===== config.mk =====
export PLATFORM = sky130hd
export DESIGN_NAME = serial_adder
export DESIGN_NICKNAME = d
export VERILOG_FILES = /design/src/rtl/serial_adder.sv
export SDC_FILE = /design/constraint.sdc
export NUM_CORES = 1
export LEC_CHECK = 0
export ABC_CLOCK_PERIOD_IN_PS = 2000
export BUFFER_PORTS_ARGS = -buffer_cell sky130_fd_sc_hd__buf_2
export CAP_MARGIN = 20
export CELL_PAD_IN_SITES_DETAIL_PLACEMENT = 1
export CELL_PAD_IN_SITES_GLOBAL_PLACEMENT = 2
export CORE_MARGIN = 2
export CORE_UTILIZATION = 23
export CTS_CLUSTER_DIAMETER = 40
export CTS_CLUSTER_SIZE = 24
export DETAILED_ROUTE_END_ITERATION = 12
export GPL_TIMING_DRIVEN = 0
export HOLD_SLACK_MARGIN = 0.06
export PLACE_DENSITY_LB_ADDON = 0.1
export SYNTH_ARGS = -nofsm -noshare
export SYNTH_HDL_FRONTEND = slang
export SYNTH_SLANG_ARGS = --single-unit
export TNS_END_PERCENT = 1

===== constraint.sdc =====
create_clock -name clk -period 2 [get_ports clk]
set_input_delay 0.3 -clock clk [delete_from_list [all_inputs] [get_ports clk]]
set_output_delay 0.3 -clock clk [all_outputs]
set_load 0.005 [all_outputs]

===== src/rtl/serial_adder.sv =====
// serial_adder: bit-serial WIDTH-bit adder built from one full-adder slice
// and a carry flip-flop. Operands are consumed LSB-first, one bit per clock.
//
// Ports
//   clk        rising-edge clock
//   rst_n      asynchronous active-low reset
//   in_valid   operand set a/b/cin offered
//   in_ready   block idle and able to accept operands
//   a, b, cin  addends and carry-in, captured on the accept edge
//   out_valid  sum/cout/ovf hold a completed result
//   out_ready  consumer takes the result
//   sum        a + b + cin modulo 2^WIDTH
//   cout       unsigned carry-out
//   ovf        signed overflow (carry into MSB xor carry out of MSB)
//
// Timing: out_valid rises WIDTH edges after the accept edge; the result
// registers only change on the final RUN edge, so partial sums stay hidden.
module serial_adder #(
  parameter int WIDTH = 8
) (
  input  logic             clk,
  input  logic             rst_n,
  input  logic             in_valid,
  output logic             in_ready,
  input  logic [WIDTH-1:0] a,
  input  logic [WIDTH-1:0] b,
  input  logic             cin,
  output logic             out_valid,
  input  logic             out_ready,
  output logic [WIDTH-1:0] sum,
  output logic             cout,
  output logic             ovf
);

  localparam int CW = (WIDTH > 1) ? $clog2(WIDTH) : 1;
  localparam logic [CW-1:0] LAST_BIT = CW'(WIDTH - 1);

  typedef enum logic [1:0] {IDLE, RUN, DONE} state_e;

  state_e            state_q, state_d;
  logic [WIDTH-1:0]  a_sr_q, a_sr_d;
  logic [WIDTH-1:0]  b_sr_q, b_sr_d;
  logic [WIDTH-1:0]  sum_sr_q, sum_sr_d;
  logic              carry_q, carry_d;
  logic [CW-1:0]     cnt_q, cnt_d;
  logic [WIDTH-1:0]  sum_q, sum_d;
  logic              cout_q, cout_d;
  logic              ovf_q, ovf_d;

  // Full-adder slice on the current LSBs.
  logic bit_s, bit_c;
  assign bit_s = a_sr_q[0] ^ b_sr_q[0] ^ carry_q;
  assign bit_c = (a_sr_q[0] & b_sr_q[0]) | (a_sr_q[0] & carry_q) | (b_sr_q[0] & carry_q);

  // New sum bit enters at the MSB; after WIDTH shifts bit 0 lands at [0].
  // The concat+shift form also covers WIDTH=1 without an empty slice.
  logic [WIDTH-1:0] sum_shift;
  assign sum_shift = WIDTH'({bit_s, sum_sr_q} >> 1);

  always_ff @(posedge clk or negedge rst_n) begin
    if (!rst_n) begin
      state_q  <= IDLE;
      a_sr_q   <= '0;
      b_sr_q   <= '0;
      sum_sr_q <= '0;
      carry_q  <= 1'b0;
      cnt_q    <= '0;
      sum_q    <= '0;
      cout_q   <= 1'b0;
      ovf_q    <= 1'b0;
    end else begin
      state_q  <= state_d;
      a_sr_q   <= a_sr_d;
      b_sr_q   <= b_sr_d;
      sum_sr_q <= sum_sr_d;
      carry_q  <= carry_d;
      cnt_q    <= cnt_d;
      sum_q    <= sum_d;
      cout_q   <= cout_d;
      ovf_q    <= ovf_d;
    end
  end

  always_comb begin
    state_d  = state_q;
    a_sr_d   = a_sr_q;
    b_sr_d   = b_sr_q;
    sum_sr_d = sum_sr_q;
    carry_d  = carry_q;
    cnt_d    = cnt_q;
    sum_d    = sum_q;
    cout_d   = cout_q;
    ovf_d    = ovf_q;
    unique case (state_q)
      IDLE: begin
        if (in_valid) begin
          a_sr_d   = a;
          b_sr_d   = b;
          carry_d  = cin;
          sum_sr_d = '0;
          cnt_d    = '0;
          state_d  = RUN;
        end
      end
      RUN: begin
        a_sr_d   = a_sr_q >> 1;
        b_sr_d   = b_sr_q >> 1;
        sum_sr_d = sum_shift;
        carry_d  = bit_c;
        if (cnt_q == LAST_BIT) begin
          // carry_q here is the carry into the MSB.
          sum_d   = sum_shift;
          cout_d  = bit_c;
          ovf_d   = carry_q ^ bit_c;
          state_d = DONE;
        end else begin
          cnt_d = cnt_q + CW'(1);
        end
      end
      DONE: begin
        if (out_ready) state_d = IDLE;
      end
      default: state_d = IDLE;
    endcase
  end

  assign in_ready  = (state_q == IDLE);
  assign out_valid = (state_q == DONE);
  assign sum       = sum_q;
  assign cout      = cout_q;
  assign ovf       = ovf_q;

endmodule

Word level (Yosys, flattened, before mapping)
Cells that the tools add are included.
{"block": "totals", "output_inout_bits": 12, "ff_bits": 40, "mem_count": 0, "romBits": 0, "ram_bits": 0, "latchBits": 0, "wordCells": 46, "in_bits": 21}
{"block": "classes", "n_shift": 0, "multipliers": 0, "n_mux": 15, "eq_ne": 7, "div_mod_pow": 0, "addsub": 1, "n_reduce_logical": 6, "n_lt_le_gt_ge": 0, "n_bitwise": 8}
{"op": "$pmux W8 S2", "n": 3}
{"op": "$mux W8", "n": 3}
{"op": "$mux W2", "n": 3}
{"op": "$mux W3", "n": 2}
{"op": "$ne A2 B2 Y1 const B", "n": 3}
{"op": "$pmux W2 S3", "n": 1}
{"op": "$pmux W3 S2", "n": 1}
{"op": "$reduce_and A3 Y1", "n": 2}
{"op": "$reduce_and A2 Y1", "n": 2}
{"op": "$add A3 B1 Y3 const B", "n": 1}
{"op": "$and A1 B1 Y1", "n": 3}
{"op": "$eq A3 B3 Y1 const B", "n": 1}
{"op": "$xor A1 B1 Y1", "n": 3}
{"op": "$eq A2 B1 Y1 const B", "n": 1}
{"op": "$eq A2 B2 Y1 const B", "n": 1}
{"op": "$logic_not A2 Y1", "n": 1}
{"op": "$ne A2 B1 Y1 const B", "n": 1}
{"op": "$or A1 B1 Y1", "n": 2}
{"op": "$pmux W1 S2", "n": 1}
{"op": "$reduce_bool A2 Y1", "n": 1}
{"op": "$mux W1", "n": 1}

Depth between registers and ports, before layout
Gate-level depths: netlist of run 1.
{"block": "logic_depth", "depth_word": 4, "mapped_depth": 6, "depth_no_buf": 5}

Worst setup path before layout of run 1
Ideal clock, no wire load.
{"block": "synth_timing", "path_kind": "register to register", "start": "register cnt_q[0]", "end": "register cout_q (netlist: cout)", "n_path_buf": 1, "path_stages_with_launch": 6, "setup_time_ns": 0.125, "required_time_ns": 1.875, "period_less_slack_ns": 1.550, "slack_ns": 0.450, "arrival_ns": 1.425, "cell_sequence": "dfrtp_1 ha_1 ha_1 nand3b_2 buf_4 mux2_4"}
{"block": "synth_via", "elab_chain_len": 2}
{"element": "start, declared", "line_no": "45", "source": "logic [CW-1:0] cnt_q, cnt_d;"}
{"element": "start signal, assigned", "line_no": "77", "source": "cnt_q <= cnt_d;"}
{"element": "$eq A3 B3 Y1", "line_no": "110", "source": "if (cnt_q == LAST_BIT) begin"}
{"element": "$reduce_and A2 Y1 (no source line)"}
{"element": "end signal, assigned", "line_no": "79", "source": "cout_q <= cout_d;"}
{"element": "end, declared", "line_no": "47", "source": "logic cout_q, cout_d;"}
Every way passes these cells.
A chain may end at the register's enable or synchronous reset.

Worst setup path after layout of run 1
{"block": "layout_timing", "start": "register state_q[1]", "end": "output out_valid"}
{"block": "layout_via", "elab_chain_len": 1}
{"element": "start, declared", "line_no": "40", "source": "state_e state_q, state_d;"}
{"element": "start signal, assigned", "line_no": "72", "source": "state_q <= state_d;"}
{"element": "$eq A2 B2 Y1", "line_no": "128", "source": "assign out_valid = (state_q == DONE);"}
{"element": "end, declared", "line_no": "28", "source": "output logic out_valid,"}
Every way passes these cells.

==> results.md, run 1 <==
* Setup bufs post-CTS at 0
* CP cell instances: buf_4 > inv_2 > buf_2 > nor2_1 > buf_2
* Crit path time final at 1800 ps
* CP required at 1700 ps
* # H-tree levels at 2
* Most common cell in the netlist: dfrtp_1
* Vias in the first global route at 1437
* Max incr delay on CP at 400 ps
* Pre-CTS setup slack at 309 ps
* R2r startpoint: cnt_q[0]
* Mapped cell area at 0.00170 mm^2
* Core area at 0.00721 mm^2
* Mean Syn Cell Area at 12.3 um^2
* Num CTS Buffers at 5
* Max Slew Vio Count at 0
* Total Wirelength at 4340 um
* Crit end category: primary output
* Final worst slack at 202 ps
* Hold_buf cts at 0
* DRT Pass-1 Iters at 4
* Reg-to-reg endpoint: sum[6]
* Leak Pwr at 0.981 nW
* Power Dens Cells at 1580 mW/mm^2
* Die footprint at 0.00811 mm^2
* WS Path Type: register to primary output
* Worst hold path class: input pin to async pin
* Max-cap violation count at 0
* DRC viols at 0
* GPL Wtd Cong at 0.690
* Root buf cell: clkbuf_8
* Reg clk slew, reported paths at 80 ps
* DP HPWL at 3090 um
* Worst slew pin tran at 889 ps
* Fin Setup TNS at 0 ps
* Reg2Reg Setup Slack at 300 ps
* CP Depth at 5
* Share of cells above drive strength 1 at 0.348
* I/O pin cnt at 33
* Seq cells post-synth at 39
* Crit path launch type: register
* Port bufs at 32
* Crit path max fanout at 10
* Critical Path Slowest Stage Cell: dfrtp_1
* Die width at 90.1 um
* Skew final at 10.5 ps
* Asr flop ratio synth at 1.00
* DRT iter0 DRCs at 51
* Post-Syn Instances at 138
* FF-to-FF path depth at 5
* Row cnt at 31
* Met3 Track Usage GR at 0.0335
* Routed Antenna Nets at 0
* CP most frequent cell: buf_2
* Die Ht at 90.1 um
* DR vias at 1291
* Clk buf depth at 2
* Post-CTS sizing at 0
* Fmax achieved at 556 MHz
* Ys Warns at 0
* Main synth FF type: dfrtp_1
* Worst skew pair latency at 290 ps
* Initial antenna violation count at 0
* Synthesized Nets at 162
* Status: finished clean
* Met1 GRT Util at 0.151
* Total gr overflow at 0
* Wirelength per Cell at 15.7 um
* N_diodes at 0
* Peak supply drop at 404 uV
* Crit-path leading delay family: buffers and inverters
* Buf/Inv on CP at 4
* Area leader, netlist: dfrtp_1
* RSZ-0062 raised after global routing: false
* Commonest cells in the netlist: dfrtp_1, o22ai_1, a21oi_1
* Setup-failing EPs final at 0
* Final number of hold-violating endpoints at 0
* M2 GR Usage at 0.187
* CTS tree: built
* Post-route clock period utilization at 0.899
* Synth top area share at 0.573
* Overall Global Routing Usage at 0.117
* Layout Nets at 201
* Synth area leaders: dfrtp_1, o22ai_1, mux2_4
* Number of flops mapped to enable cells by yosys at 0
* Sequential share of the synthesized area at 0.573
* Largest net degree at the start of global routing at 40
* Tot Pwr at 3.36 mW
* Crit path DAT at 1500 ps
* First-pass GRT wire length at 7430 um
* Worst relative slew slack at 0.408
* Synth-to-Final Area Change at 24.4%
* Clock sink count at 39
* Busiest grt layer: met2
* Via density at 4.66
* Netlist cell types at 32
* Initial Util at 0.236
-- per-stage QoR --
stage               instance area, um^2  hold slack [ps]  utilization  std cells
finish                             2120              127        0.294        277
global route                       2120              176        0.294        277
CTS                                2120              169        0.294        277
detailed placement                 1990              471        0.276        269
global placement                   1990              461        0.276        269
floorplan                          1700             4.41            -        138
-- power breakdown --
part           switching [mW]  total, mW  internal, mW
sequential              0.250       1.39          1.14
clock                   0.277      0.776         0.499
combinational           0.574       1.19         0.619
total                    1.10       3.36          2.26
-- worst reg2reg max path: cells and delay by family, from the launching register on --
kind                     cells  cell delay (ps)
adder cells (fa/ha/maj)      2              490
flip-flops                   1              420
multiplexers                 1              320
buffers and inverters        1              220
AND/OR/NAND/NOR              1              140
-- layout make-up --
| class | count | area, um^2 |
|---|---|---|
| buffer | 10 | 55.1 |
| clock buffer | 6 | 72.6 |
| clock inverter | 2 | 60.1 |
| fill | 825 | 5090 |
| inverter | 3 | 11.3 |
| multi-input combinational | 86 | 662 |
| sequential | 39 | 976 |
| tap | 99 | 124 |
| timing repair buffer | 32 | 160 |
-- logic make-up (layout without fill, tap and decap cells) --
logic type,Yosys count,count (layout),share of synthesized area
adder cells (fa/ha/maj),3,3,0.0264
buffers and inverters,13,53,0.0389
multiplexers,9,9,0.0749
AO/OA/AOI/OAI,57,57,0.229
AND/OR/NAND/NOR,16,16,0.0529
flip-flops,39,39,0.573
XOR/XNOR,1,1,0.00514
-- routing by layer --
layer  vias up  wire length [um]
met1       656              2040
met2        31              2050
met3         4               202
met5         -                 0
met4         0                45
li1        600                 -
-- cells in the final DEF (no fill, tap or decap), drive strengths merged, types with 3 or more instances in the layout --
master and instances:
buf 40, dfrtp 39, o22ai 22, a21oi 10, mux2 9, clkbuf 8, a22o 7, nor2 6
a2bb2oi 5, nand2b 4, o21ai 4, a22oi 3, o2bb2ai 3, inv 3
-- registers in the layout, indices dropped and copies added (netlist names) --
name and count:
carry_q 1, cout 1, b_sr_q 8, sum 8
sum_sr_q 7, a_sr_q 8, cnt_q 3, state_q 2
ovf 1
-- worst max path at each step --
stage	start	end	slack (ps)
after floorplan	cnt_q[0]	cout	450
after global placement	cnt_q[0]	cout	340
after detailed placement	cnt_q[0]	sum[6]	310
after CTS	state_q[1]	out_valid	170
after global routing	state_q[1]	out_valid	70
final	state_q[1]	out_valid	200
Note: power is estimated with default switching activity, not from simulation.
==> inputs of run 2 (changes only) <==
CELL_PAD_IN_SITES_DETAIL_PLACEMENT = not set   (was 1)
CELL_PAD_IN_SITES_GLOBAL_PLACEMENT = not set   (was 2)
PLACE_DENSITY_LB_ADDON = not set   (was 0.1)
==> results.md, run 2 (synthesized netlist as in run 1, its figures left out) <==
* Fill count at 769
* Pint at 2.07 mW
* Leak Pwr at 0.966 nW
* Buf/Inv on CP at 4
* Port bufs at 32
* FF/Latch Area at 976 um^2
* DRT iter0 DRCs at 59
* Die Ht at 90.1 um
* Crit-path leading delay family: buffers and inverters
* Share of cells above drive strength 1 at 0.354
* First-pass GRT wire length at 6310 um
* Fin Setup TNS at 0 ps
* Clock Power Share at 0.191
* Pre-CTS setup slack at 313 ps
* CP required at 1700 ps
* Die width at 90.1 um
* DRC viols at 0
* Commonest non-fill, non-tap cell in the layout: dfrtp_1
* Num CTS Buffers at 5
* # H-tree levels at 2
* Setup bufs post-CTS at 0
* Hold_buf cts at 0
* Initial Util at 0.236
* P_sw at 1.07 mW
* Finished Cell Area at 0.00209 mm^2
* CP most frequent cell: buf_2
* Clock sink count at 39
* Worst relative slew slack at 0.413
* Routed Antenna Nets at 0
* Largest net degree at the start of global routing at 40
* Worst skew pair latency at 300 ps
* Status: finished clean
* Total gr overflow at 0
* Multi-input gate area at 662 um^2
* Max incr delay on CP at 390 ps
* Clk buf depth at 2
* Synth-to-Final Area Change at 22.8%
* Placed cell areas at 0.00199 mm^2
* Core area at 0.00721 mm^2
* Worst hold path class: input pin to async pin
* Max-cap violation count at 0
* Layout Nets at 201
* Post-CTS sizing at 0
* Final Hold Slack at 106 ps
* CTS tree: built
* Commonest cells after routing, fill and taps aside: dfrtp_1, buf_2, o22ai_1
* Crit path launch type: register
* Total Wirelength at 3770 um
* N_diodes at 0
* Vias in the first global route at 1225
* Peak supply drop at 450 uV
* RSZ-0062 raised after global routing: false
* I/O pin cnt at 33
* Worst slew pin tran at 881 ps
* Reg2Reg Setup Slack at 300 ps
* Crit path time final at 1730 ps
* DRT Pass-1 Iters at 4
* Sequential power share at 0.439
* Met3 Track Usage GR at 0.0310
* Overall Global Routing Usage at 0.0978
* Crit end category: primary output
* Power Dens Cells at 1500 mW/mm^2
* Final worst slack at 265 ps
* Busiest grt layer: met1
* Post-route clock period utilization at 0.867
* Via density at 4.53
* Max Slew Vio Count at 0
* Initial antenna violation count at 0
* Fmax achieved at 577 MHz
* Skew final at 10.8 ps
* WS Path Type: register to primary output
* Crit path max fanout at 10
* Critical Path Slowest Stage Cell: dfrtp_1
* Wirelength per Cell at 13.6 um
* Root buf cell: clkbuf_8
* M2 GR Usage at 0.137
* Final Util at 0.290
* Die footprint at 0.00811 mm^2
* Sw frac at 0.341
* Crit path DAT at 1430 ps
* CP cell instances: buf_4 > inv_2 > buf_2 > nor2_1 > buf_2
* Row cnt at 31
* Reg clk slew, reported paths at 80 ps
* Met1 GRT Util at 0.139
* Final number of hold-violating endpoints at 0
* Setup-failing EPs final at 0
* GPL Wtd Cong at 0.687
* Logic pwr share at 0.370
* DR vias at 1255
* DP HPWL at 2680 um
-- run 2: cell count changes in the layout (fill, tap and decap cells not counted), sizes merged --
cell,delta
clkinvlp,+1
bufinv,-2
clkbuf,+1
-- run 2: power groups by stage --
stage                     registers (mW)  logic [mW]  clock network (mW)
after global placement              1.38        1.14                   0
after floorplan                     1.34       0.868                   0
after global routing                1.43        1.30               0.659
after detailed placement            1.40        1.18                   0
final                               1.38        1.16               0.602
after CTS                           1.38        1.18               0.617
-- run 2: per-layer routing --
layer  wire length (um)  vias to the layer above
met1               1860                      603
li1                   -                      609
met5                  0                        -
met2               1640                       36
met3                210                        7
met4                 61                        0
-- run 2: metrics by stage --
stage	instances	total power, mW
after floorplan	138	2.21
after global placement	269	2.53
after CTS	277	3.17
final	277	3.14
after global routing	277	3.39
after detailed placement	269	2.57
-- run 2: path summary, 6_finish.rpt --
| path | from | end | cells past startpoint |
|---|---|---|---|
| min in group clk | out_ready | state_q[1] | 2 |
| worst max register to register | cnt_q[0] | sum[4] | 5 |
| worst min-delay path | rst_n | sum[2] | 1 |
| worst min register to register | ovf | ovf | 2 |
| worst max-delay path | state_q[1] | out_valid | 5 |
| max in group asynchronous | rst_n | sum[1] | 1 |
-- run 2: area by class of cell --
| type | count | area share |
|---|---|---|
| clock buffers | 7 | 0.0461 |
| inverters | 3 | 0.00538 |
| plain buffers | 10 | 0.0263 |
| multi-input cells | 86 | 0.316 |
| flip-flops and latches | 39 | 0.467 |
| well taps | 99 | 0.0592 |
| clock inverters | 1 | 0.00359 |
| repair buffers | 32 | 0.0766 |
